`config.mk`:
```
export PLATFORM = sky130hd
export DESIGN_NAME = pipemdu
export DESIGN_NICKNAME = d
export VERILOG_FILES = /design/src/rtl/pipemdu.sv
export SDC_FILE = /design/constraint.sdc
export NUM_CORES = 1
export LEC_CHECK = 0
export ABC_AREA = 1
export CORE_MARGIN = 5
export CORE_UTILIZATION = 60
export CTS_BUF_LIST = sky130_fd_sc_hd__clkbuf_16
export CTS_CLUSTER_DIAMETER = 60
export DETAILED_ROUTE_END_ITERATION = 8
export DONT_BUFFER_PORTS = 1
export PLACE_DENSITY = 0.76
export SLEW_MARGIN = 20
export SYNTH_ARGS = -nofsm -noshare
export SYNTH_HDL_FRONTEND = slang
export SYNTH_SLANG_ARGS = --single-unit
```
`constraint.sdc`:
```
create_clock -name clock -period 11.4 [get_ports clock]
set_input_delay 1.71 -clock clock [delete_from_list [all_inputs] [get_ports clock]]
set_output_delay 1.71 -clock clock [all_outputs]
set_load 0.02 [all_outputs]
```
`src/rtl/pipemdu.sv`:
```
`default_nettype none
// +----------------------------------------------------------------------------+
// | pipemdu : iterative 32-bit multiply/divide unit beside the EXE-stage ALU.  |
// | HI/LO architectural registers, 33-cycle shift-add / restoring divide.      |
// | Option: PIPEMDU_SIGNED_EN enables signed mult/div (eop[0]=1).               |
// | Revision: 1.0                                                              |
// +----------------------------------------------------------------------------+
module pipemdu (
  input  logic        clock,
  input  logic        reset,
  input  logic        estart,
  input  logic [1:0]  eop,
  input  logic        ewhi,
  input  logic        ewlo,
  input  logic        erdhilo,
  input  logic [31:0] ea,
  input  logic [31:0] eb,
  output logic [31:0] hi,
  output logic [31:0] lo,
  output logic        busy,
  output logic        mdu_stall
);

  typedef enum logic [1:0] {
    IDLE = 2'd0,
    MUL  = 2'd1,
    DIV  = 2'd2,
    FIX  = 2'd3
  } state_t;

  state_t      state;
  logic [4:0]  count;
  logic [64:0] acc;
  logic [32:0] mag_b;
  logic        is_div;
  logic [31:0] hi_reg;
  logic [31:0] lo_reg;

  logic [31:0] abs_a;
  logic [31:0] abs_b;
  logic [31:0] fix_hi;
  logic [31:0] fix_lo;

  // Multiply: {upper 33, multiplier 32}; add multiplicand on LSB, shift right.
  logic [33:0] mul_sum;
  assign mul_sum = {1'b0, acc[64:32]} + (acc[0] ? {1'b0, mag_b} : 34'd0);

  // Divide: {remainder 33, quotient 32}; shift left, trial-subtract divisor.
  logic [32:0] div_trial;
  logic [33:0] div_diff;
  assign div_trial = acc[63:31];
  assign div_diff  = {1'b0, div_trial} - {1'b0, mag_b};

  logic [63:0] prod;
  logic [31:0] quo;
  logic [31:0] rem;
  assign prod = acc[63:0];
  assign quo  = acc[31:0];
  assign rem  = acc[63:32];

`ifdef PIPEMDU_SIGNED_EN
  logic        sign_a;
  logic        sign_b;
  logic        neg_q;
  logic        neg_r;
  logic [63:0] prod_fix;
  logic [31:0] quo_fix;
  logic [31:0] rem_fix;

  assign sign_a = eop[0] & ea[31];
  assign sign_b = eop[0] & eb[31];
  // 0x80000000 negates to itself, which is the correct unsigned magnitude 2^31.
  assign abs_a  = sign_a ? (32'd0 - ea) : ea;
  assign abs_b  = sign_b ? (32'd0 - eb) : eb;

  assign prod_fix = neg_q ? (64'd0 - prod) : prod;
  assign quo_fix  = neg_q ? (32'd0 - quo)  : quo;
  assign rem_fix  = neg_r ? (32'd0 - rem)  : rem;
  assign fix_hi   = is_div ? rem_fix : prod_fix[63:32];
  assign fix_lo   = is_div ? quo_fix : prod_fix[31:0];
`else
  logic unused_op0;
  assign unused_op0 = eop[0];
  assign abs_a  = ea;
  assign abs_b  = eb;
  assign fix_hi = is_div ? rem : prod[63:32];
  assign fix_lo = is_div ? quo : prod[31:0];
`endif

  always_ff @(posedge clock or posedge reset) begin
    if (reset) begin
      state  <= IDLE;
      count  <= 5'd0;
      acc    <= 65'd0;
      mag_b  <= 33'd0;
      is_div <= 1'b0;
      hi_reg <= 32'd0;
      lo_reg <= 32'd0;
`ifdef PIPEMDU_SIGNED_EN
      neg_q  <= 1'b0;
      neg_r  <= 1'b0;
`endif
    end else begin
      case (state)
        IDLE: begin
          if (estart) begin
            acc    <= {33'd0, abs_a};
            mag_b  <= {1'b0, abs_b};
            is_div <= eop[1];
            count  <= 5'd0;
`ifdef PIPEMDU_SIGNED_EN
            neg_q  <= sign_a ^ sign_b;
            neg_r  <= sign_a;
`endif
            state  <= eop[1] ? DIV : MUL;
          end else begin
            if (ewhi) hi_reg <= ea;
            if (ewlo) lo_reg <= ea;
          end
        end
        MUL: begin
          acc   <= {mul_sum, acc[31:1]};
          count <= count + 5'd1;
          if (count == 5'd31) state <= FIX;
        end
        DIV: begin
          if (!div_diff[33]) acc <= {div_diff[32:0], acc[30:0], 1'b1};
          else               acc <= {div_trial,      acc[30:0], 1'b0};
          count <= count + 5'd1;
          if (count == 5'd31) state <= FIX;
        end
        FIX: begin
          hi_reg <= fix_hi;
          lo_reg <= fix_lo;
          state  <= IDLE;
        end
        default: state <= IDLE;
      endcase
    end
  end

  assign hi        = hi_reg;
  assign lo        = lo_reg;
  assign busy      = (state != IDLE);
  assign mdu_stall = busy & (estart | ewhi | ewlo | erdhilo);

endmodule
`default_nettype wire

```
* Word-level counts from Yosys, hierarchy flattened *
Index checks and enable logic that the tools add are counted.
Widths: inputs -> output; s select.

storage, ports and cells
  flip-flop bits (word level) = 168
  bits in latches = 0
  memory bits (writable) = 0
  memory bits (read-only) = 0
  output and inout bits = 66
  word-level logic and storage cells = 50
  memories = 0

operators by class
  $add $sub $neg = 3
  multipliers = 0
  divide/modulo/power cells = 0
  magnitude comparators = 0
  equality and inequality tests = 9
  shift-type cells = 0
  multiplexer cells = 16
  bitwise operators = 4
  reductions and logical operators = 12

operators by type and width
  kind                 count
  $pmux 65 s3          1
  $mux 32              5
  $mux 65              2
  $pmux 32 s2          2
  $add 33x32->34       1
  $sub 33x32->34       1
  $pmux 5 s2           1
  $ne 2x2->1 const B   4
  $reduce_and 2->1     4
  $mux 2               3
  $pmux 2 s3           1
  $reduce_and 3->1     2
  $reduce_bool 2->1    3
  $add 5x1->5 const B  1
  $eq 5x5->1 const B   1
  $mux 5               1
  $eq 2x2->1 const B   2
  $or 1x1->1           3
  $reduce_bool 3->1    1
  $eq 2x1->1 const B   1
  $logic_not 2->1      1
  $ne 2x1->1 const B   1
  $reduce_or 2->1      1
  $and 1x1->1          1

* Longest topological paths before layout *
Gate-level depths: netlist of the first run.

  depth after elaboration = 4
  mapped depth = 21
  gate-level depth less buffers = 19

* Worst setup path before layout of the first run *
Ideal clock, no wire load.

  kind = input port to output port
  start = in estart
  end = out mdu_stall
  arrival time = 2098 ps
  path slack = 7592 ps
  cell stages on the path = 2
  path buffers = 0
  path through = nor4_1 -> nor2_1

between the ends
  word-level cells in the longest chain between the ends = 4

RTL lines
  item                      line  source
  start, declared           11    input logic estart,
  $or 1x1->1 (3 in series)  145   assign mdu_stall = busy & (estart | ewhi | ewlo | erdhilo);
  $and 1x1->1               145
  end, declared             21    output logic mdu_stall

No other way between the ends.

* Worst setup path after layout of the first run *
Same ends and word-level chain as after synthesis.

==> out/metrics.yaml, run 1 <==
run_status:
  outcome: "completed"
final_layout:
  regMostFlops: "acc"
  nFillCells: 2048
  seqCellArea_um2: 4200
  multi_input_comb_area_um2: 7400
  area_growth_pct: 5.22
  largest_reg_flops: 65
  nets: 2117
  diodes: 0
  drive_gt1_frac: 0.0458
place:
  dp_hpwl_um: 31600
  port_buffers: 0
  gp_routability_congestion: 0.980
timing:
  worstMarginPinSlew_ns: 1.11
  finalSetupTns_ns: 0
  fin_worst_skew_ns: 0.0126
  grt_setup_unrepaired: "no"
  setup_viol_count_final: 0
  relSlewSlack: 0.257
  hold_violations: 0
  max_freq_mhz: 261
  period_minus_slack_ns: 3.82
  finalCritPeriodShare: 0.335
  maxSlewViolCount: 0
synthesis:
  yosysTopAreaCell: "dfrtp_1"
  synthTopCellsByArea: "dfrtp_1 32%, nand2_1 20%, inv_1 8.5%"
  syn-num-nets: 2164
  ys_ff_latch: 168
  synth-main-ff-cell: "dfrtp_1"
  yosysWarnings: 0
  synth_cells: 2020
  synth_edf_count: 0
  syn_area_per_cell_um2: 6.48
  synth_cell_types: 45
  seq_area_frac_synth: 0.321
  netlist.area_leader.share: 0.321
  syn-cell-area_um2: 13100
  synthArstFlopShare: 1.00
route:
  vias: 13000
  wl_met2_um: 18500
  drc: 0
  first_pass_iters: 6
  antenna_left: 0
  dr.first_iter.drc_count: 1248
  met3_length_um: 3310
  highest_layer: "met4"
  routedWlPerCell_um: 18.1
  wirelength_um: 41000
  vias_per_cell: 5.75
  wl_met1_um: 18100
global_route:
  grt_pass1_vias: 12200
  gr-total-overflow: 0
  antenna_found_initial: 0
  grt_max_degree: 93
  track_usage: 0.329
  grt_pass1_wl_um: 64500
die:
  start_util: 0.604
  core_um2: 21700
  dieArea_um2: 24900
  fp.dieW_um: 158
  row_count: 54
  die_h_um: 158
  io_pins: 138
min_path:
  hp-class: "register to register"
  holdPathStages: 1
  min_from: "count[0]"
  holdPathEnd: "count[0]"
flow_run:
  maxCapViolCount: 0
pwr:
  ir_drop_v: 0.000215
  power.total_mw: 4.50
  power_density_nw_per_um2: 327
  p_leak_nw: 7.38
worst_setup_path:
  cpMaxStageDelayCell: "nor4_1"
  rr_endpoint: "acc[59]"
  crit_path_cell_trace: "nor4_1 -> nor2_1"
  reg2reg_slack_ns: 8.15
  rr_worst_depth: 16
  arrival_ns: 2.11
  crit_family: "simple AND/OR/NAND/NOR gates"
  end_kind: "primary output"
  cpPeakStageDelay_ns: 0.25
  r2r_start: "acc[51]"
  required_ns: 9.69
  crit_fanout: 3
  path_class: "input pin to primary output"
  crit_path_start_kind: "input pin"
  critPathBufInv: 0
cts:
  cts.htree.levels: 4
  cts_tree: "done"
  cts_buffer_depth: 2
  cts_buffers: 17
  post_cts_buffers: 0
  clk_latency_ns: 0.45
  post_cts_resized: 0
  hold_buffers: 0
  clk_pin_slew_ns: 0.08
  cts-root-buf: "clkbuf_16"
  cts_sinks: 168
[synth_stat cells (2+ instances only)]
master	number
o21ai_1	12
a221oi_1	31
nand3_1	105
a21boi_0	3
nand3b_1	12
o21a_1	2
a31oi_1	65
o21ai_0	104
buf_2	9
buf_4	6
a21oi_1	77
inv_1	296
buf_1	5
buf_6	2
nand3b_2	8
a21o_1	2
nand2_4	3
xnor2_1	14
nor2_4	3
o22ai_1	34
nand4_1	16
nand2_2	5
clkbuf_1	52
fa_1	2
or2_2	3
dfrtp_1	168
ha_1	70
nor2_2	7
a22o_1	2
nand2_1	692
o21bai_1	8
inv_2	9
nor2_1	166
and2_1	6
nor3_1	8
nand3_2	4
[layout make-up]
cell class              instances  area share
multi-input cells            1470       0.537
flip-flops and latches        168       0.305
inverters                     306      0.0837
clock buffers                  17      0.0309
well taps                     280      0.0254
clock inverters                15      0.0118
repair buffers                 10     0.00572
[worst max path at each step]
stage	from	to	slack, ns	cells past startpoint
floorplan	reset	acc[0]	5.14	1
global placement	estart	mdu_stall	7.58	2
detailed placement	estart	count[3]	7.51	8
CTS	estart	mdu_stall	7.57	2
global route	estart	mdu_stall	7.54	2
finish	estart	mdu_stall	7.58	2
[where the power goes]
group / switching (mW) / leakage [nW] / internal [mW]
logic: 1.76 / 5.06 / 0.860
clock network: 0.297 / 0.286 / 0.293
registers: 0.413 / 2.04 / 0.883
[cell usage in the layout, fill, tap and decap left out, drive strengths merged, types with 2 or more instances in the layout]
cell	instances
ha	70
a221oi	31
fa	2
nand2	700
inv	311
and2	6
a31oi	65
a21oi	78
o21a	2
nor3	9
a21o	2
nand3b	20
clkinv	9
o21bai	8
o22ai	34
or2	3
a21boi	3
nand4	16
a22o	2
nand3	109
xnor2	14
o21ai	116
nor2	176
clkbuf	17
buf	10
dfrtp	168
[through the flow]
stage	utilization	area [um2]	cells	setup WS, ns	hold slack (ns)
2_1_floorplan	-	13100	2020	5.14	0.468
6_report	0.635	13800	2266	7.58	0.509
3_5_place_dp	0.607	13200	2234	7.51	0.492
4_1_cts	0.635	13800	2266	7.57	0.508
3_3_place_gp	0.607	13200	2234	7.58	0.490
5_1_grt	0.635	13800	2266	7.54	0.533
[per-layer routing]
metal  vias to the layer above  GRT usage
met4                         0     0.0983
li1                       6428          -
met3                        67     0.0588
met5                         -          0
met1                      6043      0.459
met2                       496      0.528
[cells by family after synthesis]
group	share of synthesized area
adders and majority gates	0.0699
DFF	0.321
AOI/OAI and AO/OA	0.154
xor gates and xnor gates	0.0100
buffers and inverters	0.115
and+or+nand+nor	0.330
Power figures use the tool's default switching activity.
==> inputs of run 2 (changes only) <==
- CORE_UTILIZATION: 60 -> 59
- PLACE_DENSITY: 0.76 -> 0.78
- clock period: 11.4 -> 3.1 ns (I/O delays scaled with it)
==> run 2 against run 1 <==
  * Flip-flop and latch count did not move
  * Combinational power rose to 3.9 times the previous value
  * Cell area rose by 1.9%
  * Clock power rose to 3.7 times the previous value
  * Hold slack got worse by 0.47 ns
  * Register-to-register slack got worse by 7.8 ns
  * First-iteration DRC count rose by 4.2%
  * Sequential power rose to 3.6 times the previous value
  * Global-route usage fell by 0.39 points
  * Non-clock buffer count rose by 30
  * Via count rose by 2.6%
  * Critical path depth rose by 16
==> out/metrics.yaml, run 2 (synthesized netlist as in run 1, its figures left out) <==
run_status:
  outcome: "completed"
final_layout:
  area_growth_pct: 7.24
  stdcell_area_um2: 14000  # +1.9%
  largest_reg_flops: 65  # unchanged
  final_common_cell: "nand2_1"
  post-route-util: 0.643  # +0.00822
  drive_gt1_frac: 0.0610  # +0.0152
  most-common-layout-cells: "690 x nand2_1, 295 x inv_1, 168 x dfrtp_1"
  regMostFlops: "acc"
  nets: 2147  # +1.4%
route:
  vias_per_cell: 5.83  # +1.3%
  antenna_left: 0  # unchanged
  routedWlPerCell_um: 18.3  # +1.4%
  dr.first_iter.drc_count: 1300  # +4.2%
  drc: 0  # unchanged
  first_pass_iters: 7  # +1
  wirelength_um: 42100  # +2.7%
  vias: 13400  # +2.6%
timing:
  grt_setup_unrepaired: "no"
  worstMarginPinSlew_ns: 1.09  # -0.0255 ns
  relSlewSlack: 0.274  # +0.0170
  maxSlewViolCount: 0  # unchanged
  finalSetupTns_ns: 0  # unchanged
  fin_worst_skew_ns: 0.0137  # +0.00115 ns
  hold_violations: 0  # unchanged
  period_minus_slack_ns: 2.78
  max_freq_mhz: 360
  setup_viol_count_final: 0  # unchanged
  finalCritPeriodShare: 0.896
pwr:
  seqPwrFrac: 0.278  # -0.010
  power.switching_mw: 9.21  # +270%
  clock_power_share: 0.128  # -0.003
  intPower_mw: 7.70  # +280%
  sw_frac_of_total: 0.544  # -0.00385
  power.total_mw: 16.9  # +280%
  ir_drop_v: 0.000871  # +300%
  power_density_nw_per_um2: 1200  # +270%
  p_leak_nw: 7.56  # +2.3%
  combPwrFrac: 0.595  # +0.013
worst_setup_path:
  path_class: "register to register"
  required_ns: 3.44  # -6.25 ns
  arrival_ns: 3.11  # +1.00 ns
  crit_path_start_kind: "register"
  crit_fanout: 4  # +1
  end_kind: "register"
cts:
  cts.htree.levels: 4  # unchanged
  clk_pin_slew_ns: 0.08  # about the same
  clk_latency_ns: 0.44  # about the same
  post_cts_buffers: 0  # unchanged
  cts_buffers: 17  # unchanged
  hold_buffers: 0  # unchanged
  cts-root-buf: "clkbuf_16"
  cts_sinks: 168  # unchanged
  cts_tree: "done"
  cts_buffer_depth: 2  # unchanged
place:
  placed_area_um2: 13500  # +2.2%
  dp_hpwl_um: 32700  # +3.6%
  port_buffers: 0  # unchanged
  gp_routability_congestion: 0.998  # +1.9%
global_route:
  grt_pass1_wl_um: 67200  # +4.2%
  grt_pass1_vias: 12600  # +3.3%
  antenna_found_initial: 0  # unchanged
  track_usage: 0.326  # -0.00392
  grt_max_degree: 71  # -24%
  gr-total-overflow: 0  # unchanged
die:
  io_pins: 138  # unchanged
  dieArea_um2: 25300  # +1.6%
  core_um2: 21800  # +0.62%
  row_count: 54  # unchanged
  fp.dieW_um: 159  # +0.79%
  die_h_um: 159  # +0.79%
  start_util: 0.600  # -0.00374
flow_run:
  maxCapViolCount: 0  # unchanged
min_path:
  hp-class: "input pin to asynchronous set/reset pin"
==> run 2: cell count changes in the layout (fill, tap and decap cells not counted), sizes merged <==
cell	change
diode	+1
buf	+30
inv	+2
clkinv	-3
==> run 2: worst max-delay path, cell delays in order (launching register included) <==
cell,delay (ns)
dfrtp_1,0.40
inv_1,0.12
ha_1,0.24
inv_1,0.11
fa_1,0.43
nand2_1,0.10
nand3_1,0.11
nand3_1,0.09
nand2_1,0.17
nand2_1,0.10
nand2_1,0.08
nand2_1,0.18
nand2_1,0.08
nand2_1,0.06
nand3_1,0.15
nand2_1,0.11
nand2_1,0.05
nand2_1,0.05
nand2_1,0.06
==> run 2: stage by stage <==
| stage | hold slack, ns | setup WS, ns | cells |
|---|---|---|---|
| floorplan | 0.468 | 0.445 | 2020 |
| detailed placement | 0.501 | 0.338 | 2264 |
| global route | 0.0903 | 0.0345 | 2295 |
| CTS | 0.0519 | 0.332 | 2295 |
| global placement | 0.492 | 0.381 | 2264 |
| finish | 0.0349 | 0.321 | 2296 |
==> run 2: final cells by class <==
cell class              count  area [um2]
repair buffers             40         363
flip-flops and latches    168        4200
well taps                 280         350
diodes                      1        2.50
clock buffers              17         425
inverters                 306        1150
fillers                  2036        7780
clock inverters            14         148
multi-input cells        1470        7400
==> run 2: power groups by stage <==
stage	clock network, mW	registers, mW	logic, mW
global placement	0	4.69	9.63
detailed placement	0	4.71	9.90
floorplan	0	4.36	7.58
finish	2.16	4.69	10.1
global route	2.26	4.79	11.3
CTS	2.16	4.67	9.93
==> run 2: layer usage <==
metal,up-vias,part of all wire,wire [um],track usage
met5,-,0,0,0
met4,0,0.025,1060,0.0907
met3,68,0.090,3800,0.0487
met2,589,0.45,18800,0.514
met1,6247,0.44,18400,0.469
li1,6472,-,-,-
==> run 2: worst paths after layout <==
kind                               from        end  slack [ns]  cells after the start
worst max-delay path            acc[31]    acc[60]        0.32                     18
worst min-delay path              reset      lo[5]        0.03                      1
worst max register to register  acc[31]    acc[60]        0.32                     18
worst min register to register  acc[64]    acc[64]        0.52                      2
max in group asynchronous         reset  mag_b[22]        2.23                      2
min in group clock                eb[4]   mag_b[4]        0.14                      2
==> run 2: timing repair <==
item                                    CTS  global route
endpoints found under the setup margin    0             5
gates resized for setup                   0             1
hold endpoints to repair                  0             0
==> inputs of run 3 (changes only) <==
- TNS_END_PERCENT: default -> 30
==> results of run 3 <==
Same layout as run 2: the final DEF is identical, and so are final timing and power.
==> edit (config.mk and constraints of run 2) <==
Build with the macro `PIPEMDU_SIGNED_EN` defined.
--- a/src/rtl/pipemdu.sv
+++ b/src/rtl/pipemdu.sv
@@ -5,6 +5,8 @@
 // | Option: PIPEMDU_SIGNED_EN enables signed mult/div (eop[0]=1).               |
 // | Revision: 1.0                                                              |
 // +----------------------------------------------------------------------------+
+`define PIPEMDU_SIGNED_EN
+
 module pipemdu (
   input  logic        clock,
   input  logic        reset,
Function: same outputs for any inputs over 4 cycles, from zero or initial values and one cycle with reset high; that may be too few to reach the edited logic, so the function may still have changed.
==> edit against run 2 <==
  * Sequential power increased by 5.3%
  * Design area increased by 33%
  * Count of clock-buffer cells in the layout unchanged
  * Sequential cell count increased by 3
  * Setup slack got worse by 59 ps
  * Synthesized area increased by 33%
  * Clock skew increased by 2.1 ps
  * Total power increased by 24%
  * Wire length increased by 61%
  * Critical path type unchanged
  * Highest routed layer unchanged
==> edit: results (changes against run 2) <==
\begin{tabular}{lr}
\hline
Metric & Value \\
\hline
\multicolumn{2}{l}{\textbf{Outcome}} \\
\quad Status & finished clean (unchanged) \\
\multicolumn{2}{l}{\textbf{Power}} \\
\quad Static Leak & 9.92 nW (was 7.56 nW) \\
\quad Sequential fraction of design power & 23.5\% (was 27.8\%) \\
\multicolumn{2}{l}{\textbf{Timing}} \\
\quad Hold slack & 11.6 ps (was 34.9 ps) \\
\quad Maximum clock frequency & 352 MHz (was 360 MHz) \\
\multicolumn{2}{l}{\textbf{Placed design}} \\
\quad Global placement routability congestion & 1.02 (was 0.998) \\
\quad Placed Instance Area & 0.0181 mm² (was 0.0135 mm²) \\
\multicolumn{2}{l}{\textbf{CTS}} \\
\quad Worst skew pair latency & 470 ps (was 440 ps) \\
\multicolumn{2}{l}{\textbf{Worst setup path}} \\
\quad Terminus of the critical flop-to-flop path & acc[0]\$\_DFFE\_PP0P\_ (was acc[60]\$\_DFFE\_PP0P\_) \\
\quad Count of cells along the worst register-to-register path & 11 (was 18) \\
\quad Worst reg-to-reg setup slack & 260 ps (was 320 ps) \\
\multicolumn{2}{l}{\textbf{Yosys}} \\
\quad \#FFs+latches synth & 171 (was 168) \\
\quad Adder and majority gate portion of the synthesized area & 5.54\% (was 6.99\%) \\
\quad Cell count after synthesis & 3001 (was 2020) \\
\quad Post-synthesis net count & 3149 (was 2164) \\
\quad Xor/xnor cell area share of the yosys netlist & 2.11\% (was 1.00\%) \\
\multicolumn{2}{l}{\textbf{Final layout}} \\
\quad Inverters excl. clock & 401 (was 306) \\
\quad Count of filler cells inserted in the layout & 2830 (was 2036) \\
\quad Antenna cells & 0 (was 1) \\
\quad Fraction of area in non-clock buffers & 3.05\% (was 2.58\%) \\
\multicolumn{2}{l}{\textbf{Drt}} \\
\quad Detailed-route wire length per cell & 19.9 µm (was 18.3 µm) \\
\quad Vias/cell & 6.03 (was 5.83) \\
\multicolumn{2}{l}{\textbf{Global routing}} \\
\quad Pin count of the biggest net entering global routing & 55 (was 71) \\
\quad All-Layer GR Usage & 40.1\% (was 32.6\%) \\
\quad Wire length of the first global-routing pass & 105 mm (was 67.2 mm) \\
\hline
\end{tabular}
edit: critical path: stages (launching register included):
cell	delay (ps)
sky130_fd_sc_hd__dfrtp_1	520
sky130_fd_sc_hd__ha_1	500
sky130_fd_sc_hd__nand2_1	140
sky130_fd_sc_hd__nor2_1	280
sky130_fd_sc_hd__nand2_1	180
sky130_fd_sc_hd__nor2_2	180
sky130_fd_sc_hd__nand2_4	80
sky130_fd_sc_hd__nand2_4	170
sky130_fd_sc_hd__nand2_2	250
sky130_fd_sc_hd__nand2_1	130
sky130_fd_sc_hd__o211ai_1	80
sky130_fd_sc_hd__o21ai_0	190
edit: routing by layer:
metal / GRT usage [%] / up-vias / wire length (µm)
met1: 47.7 / 9243 / 24800
met5: 0 / - / 0
met2: 68.5 / 1293 / 31800
met3: 6.55 / 277 / 6470
met4: 23.2 / 0 / 4610
li1: - / 9645 / -
